### config.mk
export PLATFORM = sky130hd
export DESIGN_NAME = vend_dispense_arbiter_flat
export DESIGN_NICKNAME = d
export VERILOG_FILES = /design/src/rtl/vend_if.sv /design/src/rtl/vend_dispense_arbiter.sv /design/src/flat_wrapper.sv
export SDC_FILE = /design/constraint.sdc
export NUM_CORES = 1
export LEC_CHECK = 0
export BUFFER_PORTS_ARGS = -buffer_cell sky130_fd_sc_hd__buf_2
export CORE_ASPECT_RATIO = 1.1
export CORE_MARGIN = 4
export CORE_UTILIZATION = 30
export CTS_CLUSTER_DIAMETER = 200
export DETAILED_ROUTE_END_ITERATION = 16
export GPL_TIMING_DRIVEN = 0
export PLACE_DENSITY = 0.61
export SYNTH_ARGS = -nofsm -noshare
export SYNTH_HDL_FRONTEND = slang
export SYNTH_SLANG_ARGS = --single-unit
export TNS_END_PERCENT = 100
### constraint.sdc
create_clock -name clk -period 2.6 [get_ports clk]
set_clock_uncertainty 0.2 [all_clocks]
set_input_delay 0.13 -clock clk [delete_from_list [all_inputs] [get_ports clk]]
set_output_delay 0.13 -clock clk [all_outputs]
set_load 0.005 [all_outputs]
### src/rtl/vend_if.sv
// Kiosk-side and dispenser-side signals of the vend arbiter, bundled for port connection.
interface vend_if #(
    parameter int NPORT = 2
);
    logic [2*NPORT-1:0] coin;
    logic               disp_done;
    logic               disp_start;
    logic [1:0]         disp_port;
    logic [NPORT-1:0]   product;
    logic [NPORT-1:0]   change;
    logic [NPORT-1:0]   coin_rej;
    logic               fault;

    modport master (
        input  coin, disp_done,
        output disp_start, disp_port, product, change, coin_rej, fault
    );

    modport slave (
        output coin, disp_done,
        input  disp_start, disp_port, product, change, coin_rej, fault
    );
endinterface

### src/rtl/vend_dispense_arbiter.sv
// Round-robin arbiter sharing one dispense mechanism between NPORT coin-fed kiosk ports.
// Define VEND_TIMEOUT_EN to abort a stalled WAIT after TIMEOUT cycles and raise a sticky fault.
//
//   state | meaning
//   IDLE  | no vend in progress, searching for a pending port
//   GRANT | disp_start pulse to the mechanism for port grant_q
//   WAIT  | waiting for disp_done from the mechanism
//   DONE  | product/change pulses for grant_q, its credit clears on exit
module vend_dispense_arbiter #(
    parameter int NPORT   = 2,
    parameter int PRICE   = 3,
    parameter int TIMEOUT = 15
) (
    input logic    clk,
    input logic    rst,
    vend_if.master bus
);
    typedef enum logic [1:0] {IDLE, GRANT, WAIT, DONE} state_t;

    localparam logic [2:0] PRICE_C = 3'(PRICE);

    if (NPORT < 2 || NPORT > 4 || PRICE < 1 || PRICE > 4 || TIMEOUT < 1 || TIMEOUT > 15) begin : g_param_check
        $error("vend_dispense_arbiter: parameter out of range");
    end

    state_t           state_q, state_d;
    logic [1:0]       grant_q, grant_d;
    logic [1:0]       ptr_q, ptr_d;
    logic [2:0]       credit_q [NPORT];
    logic [2:0]       credit_d [NPORT];
    logic [NPORT-1:0] pending;
    logic [NPORT-1:0] rej_d, rej_q;
    logic [NPORT-1:0] prod_sel, chg_sel;

`ifdef VEND_TIMEOUT_EN
    logic [3:0] cnt_q, cnt_d;
    logic       fault_q, fault_d;
`endif

    always_comb begin
        pending = '0;
        for (int p = 0; p < NPORT; p++) pending[p] = (credit_q[p] >= PRICE_C);
    end

    always_comb begin
        logic found;
        found   = 1'b0;
        state_d = state_q;
        grant_d = grant_q;
        ptr_d   = ptr_q;
`ifdef VEND_TIMEOUT_EN
        cnt_d   = cnt_q;
        fault_d = fault_q;
`endif
        case (state_q)
            IDLE: begin
                // offset k=1 is the port just after the last winner
                for (int k = 1; k <= NPORT; k++) begin
                    for (int i = 0; i < NPORT; i++) begin
                        if (!found && pending[i] && ((int'(ptr_q) + k) % NPORT == i)) begin
                            found   = 1'b1;
                            grant_d = 2'(i);
                        end
                    end
                end
                if (found) state_d = GRANT;
            end
            GRANT: begin
                state_d = WAIT;
`ifdef VEND_TIMEOUT_EN
                cnt_d   = '0;
`endif
            end
            WAIT: begin
                if (bus.disp_done) state_d = DONE;
`ifdef VEND_TIMEOUT_EN
                else if (cnt_q == 4'(TIMEOUT - 1)) begin
                    state_d = IDLE;
                    fault_d = 1'b1;
                    ptr_d   = grant_q;
                end else cnt_d = cnt_q + 4'd1;
`endif
            end
            DONE: begin
                state_d = IDLE;
                ptr_d   = grant_q;
            end
            default: state_d = IDLE;
        endcase
    end

    // A port that is pending or owns the mechanism refuses further coins.
    always_comb begin
        rej_d = '0;
        for (int p = 0; p < NPORT; p++) begin
            credit_d[p] = credit_q[p];
            if (bus.coin[2*p +: 2] == 2'd3 ||
                (bus.coin[2*p +: 2] != 2'd0 &&
                 (pending[p] || (state_q != IDLE && grant_q == 2'(p)))))
                rej_d[p] = 1'b1;
            else if (bus.coin[2*p +: 2] != 2'd0)
                credit_d[p] = credit_q[p] + {1'b0, bus.coin[2*p +: 2]};
            if (state_q == DONE && grant_q == 2'(p)) credit_d[p] = '0;
        end
    end

    always_comb begin
        prod_sel = '0;
        chg_sel  = '0;
        for (int p = 0; p < NPORT; p++) begin
            prod_sel[p] = (state_q == DONE) && (grant_q == 2'(p));
            chg_sel[p]  = prod_sel[p] && (credit_q[p] > PRICE_C);
        end
    end

    always_ff @(posedge clk) begin
        if (rst) begin
            state_q <= IDLE;
            grant_q <= '0;
            ptr_q   <= 2'(NPORT - 1);
            rej_q   <= '0;
            for (int p = 0; p < NPORT; p++) credit_q[p] <= '0;
`ifdef VEND_TIMEOUT_EN
            cnt_q   <= '0;
            fault_q <= 1'b0;
`endif
        end else begin
            state_q <= state_d;
            grant_q <= grant_d;
            ptr_q   <= ptr_d;
            rej_q   <= rej_d;
            for (int p = 0; p < NPORT; p++) credit_q[p] <= credit_d[p];
`ifdef VEND_TIMEOUT_EN
            cnt_q   <= cnt_d;
            fault_q <= fault_d;
`endif
        end
    end

    assign bus.disp_start = (state_q == GRANT);
    assign bus.disp_port  = grant_q;
    assign bus.product    = prod_sel;
    assign bus.change     = chg_sel;
    assign bus.coin_rej   = rej_q;
`ifdef VEND_TIMEOUT_EN
    assign bus.fault      = fault_q;
`else
    assign bus.fault      = 1'b0;
`endif
endmodule

### src/flat_wrapper.sv
// flat-port wrapper written by rule: the top's interface ports become plain ports
module vend_dispense_arbiter_flat 
#(
    parameter int NPORT   = 2,
    parameter int PRICE   = 3,
    parameter int TIMEOUT = 15
)
  (clk, rst, bus_coin, bus_disp_done, bus_disp_start, bus_disp_port, bus_product, bus_change, bus_coin_rej, bus_fault);
  vend_if #(.NPORT(NPORT)) bus_i ();
  input logic clk;
  input logic rst;
  input wire logic [$bits(bus_i.coin)-1:0] bus_coin;
  input wire logic [$bits(bus_i.disp_done)-1:0] bus_disp_done;
  output wire logic [$bits(bus_i.disp_start)-1:0] bus_disp_start;
  output wire logic [$bits(bus_i.disp_port)-1:0] bus_disp_port;
  output wire logic [$bits(bus_i.product)-1:0] bus_product;
  output wire logic [$bits(bus_i.change)-1:0] bus_change;
  output wire logic [$bits(bus_i.coin_rej)-1:0] bus_coin_rej;
  output wire logic [$bits(bus_i.fault)-1:0] bus_fault;
  assign bus_i.coin = bus_coin;
  assign bus_i.disp_done = bus_disp_done;
  assign bus_disp_start = bus_i.disp_start;
  assign bus_disp_port = bus_i.disp_port;
  assign bus_product = bus_i.product;
  assign bus_change = bus_i.change;
  assign bus_coin_rej = bus_i.coin_rej;
  assign bus_fault = bus_i.fault;
  vend_dispense_arbiter #(.NPORT(NPORT), .PRICE(PRICE), .TIMEOUT(TIMEOUT)) u_core (.clk(clk), .rst(rst), .bus(bus_i));
endmodule
; After elaboration in Yosys (flattened, before gate mapping)
; Memories as Yosys holds them, arrays and structs flattened.
; Cells that the tools add are included.
[totals]
register_bits = 7
mem_bits_rw = 6
output_inout_bits = 10
word_cells = 87
mem_count = 1
[classes]
add_sub_neg = 4
magnitude_cmp = 4
eq_ne = 10
mux = 28
n_bitwise = 4
reduce_logical = 32
[memory_table]
columns = name, depth, word_bits, read_ports, rd_ports_with_merged_regs, write_ports, line_no
row1 = u_core.credit_q, 2, 3, 2, 0, 2, vend_dispense_arbiter.sv:29  ; logic [2:0] credit_q [NPORT];
[ops]
columns = operator, n
row1 = 32-bit zero test, 2
row2 = 3-bit 2-to-1 mux, 8
row3 = 1-bit logical AND, 15
row4 = 1-bit 2-to-1 mux, 13
row5 = "2-bit equality test, second input constant", 6
row6 = 2-bit 2-to-1 mux, 6
row7 = 2-bit case mux with 4 select lines, 1
row8 = 3-bit by 2-bit adder with 3-bit output, 2
row9 = "3-bit by 2-bit >= comparator with 1-bit output, second input constant", 2
row10 = "3-bit by 2-bit greater-than comparator with 1-bit output, second input constant", 2
row11 = 2-bit nonzero test, 3
row12 = "2-bit by 1-bit equality test with 1-bit output, second input constant", 2
row13 = 2-bit zero test, 2
row14 = 1-bit logical OR, 4
row15 = 2-bit AND reduction, 2
row16 = 4-bit nonzero test, 1
row17 = 1-bit zero test, 3
row18 = "1-bit adder, second input constant", 2
row19 = "1-bit AND, first input constant", 2
row20 = "2-bit by 1-bit != test with 1-bit output, second input constant", 1
row21 = "2-bit != test, second input constant", 1
row22 = 1-bit bitwise OR, 2

; Longest topological paths before layout
[logic_depth]
ltp_word = 23
ltp_mapped = 5
depth_no_buf = 5

; Worst setup path after synthesis
; Ideal clock, no wire load.
[synth_timing]
path_kind = register to register
startpoint = memory u_core.credit_q[0][0]
endpoint = memory u_core.credit_q[0][2]
arrival_time_ns = 1.228
setup_slack_ns = 1.055
stages_incl_launch_ff = 5
path_buffers = 0
period_less_slack_ns = 1.545
cell_sequence = dfxtp_1 > ha_1 > fa_1 > and3_2 > a32o_1
[synth_lines]
columns = item, line_no
row1 = from (decl), vend_dispense_arbiter.sv:29

; Worst setup path in the final report
[layout_timing]
startpoint = register u_core.state_q[0]
endpoint = output bus_change[0]
[layout_via]
elab_chain_len = 3
[layout_lines]
columns = item, line_no
row1 = from (decl), vend_dispense_arbiter.sv:26  ; state_t state_q, state_d;
row2 = from (signal assigned), vend_dispense_arbiter.sv:128  ; state_q <= state_d;
row3 = 2-bit equality test, vend_dispense_arbiter.sv:111  ; prod_sel[p] = (state_q == DONE) && (grant_q == 2'(p));
row4 = 1-bit logical AND, vend_dispense_arbiter.sv:111
row5 = 1-bit logical AND, vend_dispense_arbiter.sv:112  ; chg_sel[p] = prod_sel[p] && (credit_q[p] > PRICE_C);
row6 = to (decl), flat_wrapper.sv:17  ; output wire logic [$bits(bus_i.change)-1:0] bus_change;
; No other way between the ends.

==> impl_metrics.toml <==
[worst_hold_path]
hp-class = "primary input to register"
min_path_cells = 4
holdPathEnd = "u_core.credit_q[0][5]"
min_from = "bus_coin[2]"

[clock_network]
post_cts_resized = 0
clk_latency_ns = 0.28
cts_tree = "done"
cts_buffers = 3
cts_root_buf = "clkbuf_4"
postCtsHoldBufs = 1
cts.clk_slew.worst_paths_ns = 0.08
clock_sinks = 12
clk_path_buf_depth = 2
postCtsSetupBuffers = 0
h-tree-depth = 1

[pwr]
total_power_mw = 0.684
leakagePower_nw = 0.443
p_per_area_nw_per_um2 = 789
ir_drop_mv = 0.289

[critical_path]
critical_path.max_fanout = 7
critPathLaunch = "u_core.state_q[0]"
startpoint_type = "register"
cp.arrival_ns = 1.45
r2r-start = "u_core.state_q[0]"
required_ns = 2.27
rr_endpoint = "u_core.credit_q[0][1]"
worstSetupPathType = "register to output pin"
rrSetupSlack_ns = 0.96
reg2reg_depth = 5
endpoint_kind = "output pin"

[cells_and_area]
regArea_um2 = 240
stdcell_area_um2 = 867
fin_util_pct = 38.5
nets = 112
mostFrequentLayoutCell = "buf_2"
diodes = 0
fillers = 243
final_cell_mix = "buf_2 (14), dfxtp_1 (12), nand2_1 (9)"
multi_input_area_um2 = 432
area_growth_pct = 22.2
drive_above_1_share_pct = 29.2

[sta]
rsz0062_at_grt = "no"
fin_setup_tns_ns = 0
clock.fmax_mhz = 561
finalHoldViolCount = 0
layout_min_cycle_time_ns = 1.78
finalCritPeriodShare_pct = 68.6
hold-worst-slack_ns = 0.0223
setup_violations = 0
slew_violations = 0

[detailed_routing]
drt_first_pass_iters = 2
via_per_inst = 4.52
wl_per_cell_um = 11.1
drcViolationCount = 0
finalWirelength_mm = 1.40
vias = 569
drt_iter0_drc = 6
ant_nets = 0

[synth]
postSynthAreaPerCell_um2 = 9.33
synth_area_um2 = 709
muxShareOfSynthArea_pct = 7.05
synth_top_family_by_area = "simple AND/OR/NAND/NOR gates"
yosysSeqAreaShare_pct = 33.9
synth-edff-count = 0
ys_dominant_reg_cell = "dfxtp_1"
async_flop_share_pct = 0
yosys.area_share.simple_pct = 23.3
synth_compound_area_share_pct = 13.2
ys_types = 29
ys_warn_count = 0
ys_ff_latch = 12
synthAdderAreaFrac_pct = 16.2
synthCells = 76
synthXorXnorAreaFrac_pct = 0

[global_route]
grt_max_degree = 10
grt-ovfl-total = 0
antenna_found_initial = 0
grt_usage_pct = 10.5
grt_pass1_vias = 548
grt_first_pass_wirelength_mm = 2.38

[placement]
postPlaceCellArea_um2 = 821
gp_congestion = 0.720
dp.final_hpwl_mm = 1.10
port_buffers = 14

[floorplan]
ios = 17
dieArea_um2 = 3210
die_height_um = 59
start_util_pct = 31.5
coreArea_um2 = 2250
rows = 18
die_x_um = 54.4

[status]
status = "finished, final reports clean"

[flow_run]
drv_cap = 0
-- per-stage QoR --
stage          setup slack, ns  instances
6_report                 0.817        126
5_1_grt                  0.677        126
4_1_cts                  0.794        126
3_5_place_dp             0.963        121
3_3_place_gp              1.00        121
2_1_floorplan             1.05         77
-- worst max path at each step --
| stage | end | slack, ns |
|---|---|---|
| floorplan | u_core.credit_q[0][2] | 1.05 |
| global placement | u_core.credit_q[0][1] | 1.00 |
| detailed placement | u_core.credit_q[0][0] | 0.96 |
| CTS | bus_change[0] | 0.79 |
| global route | bus_change[0] | 0.68 |
| finish | bus_change[0] | 0.82 |
-- report_power, final --
part	total [mW]	internal [mW]	switching, mW	leakage (nW)
sequential	0.273	0.230	0.0431	0.0984
clock	0.151	0.0851	0.0658	0.0210
combinational	0.260	0.130	0.129	0.324
total	0.684	0.446	0.238	0.443
-- layout make-up --
type | count | share of cell area, %
multi-input combinational | 56 | 49.8
inverter | 7 | 3.03
tap | 30 | 4.33
buffer | 2 | 1.73
clock buffer | 4 | 4.18
sequential | 12 | 27.7
timing repair buffer | 15 | 9.24
-- Yosys cell counts, drive strengths merged, types with 2 or more instances --
cell / count / area, um^2
dfxtp: 12 / 240
fa: 2 / 40.0
nand3: 5 / 25.0
o21ai: 2 / 10.0
and2: 3 / 20.0
buf: 2 / 15.0
inv: 7 / 26.3
nand2: 9 / 33.8
nor2: 4 / 17.5
mux2i: 5 / 50.1
and3: 2 / 15.0
a21oi: 4 / 23.8
nand2b: 2 / 12.5
ha: 6 / 75.1
-- cell families after synthesis --
family          after synthesis
simple gates                 28
compound gates               13
flops                        12
buf+inv                       9
fa+ha+maj                     8
mux                           5
other cells                   1
-- registers in the layout, summed over array words and instances (netlist names) --
signal and count:
u_core.bus.coin_rej 2, u_core.credit_q 6, u_core.state_q 2, u_core.bus.disp_port 1
u_core.ptr_q 1
-- layer usage --
layer  global-route usage (%)  up-vias  wire (um)
li1                         -      300          -
met5                        0        -          0
met4                     5.34        0         27
met2                     16.4       16        648
met3                     3.78        2         87
met1                     12.5      251        634
-- worst max-delay path: stages (launching register included) --
cell	delay (ns)
dfxtp_1	0.35
ha_1	0.26
nand2b_1	0.22
inv_1	0.08
and2_1	0.15
buf_2	0.12
No activity file was read; power rests on OpenSTA's default activity.
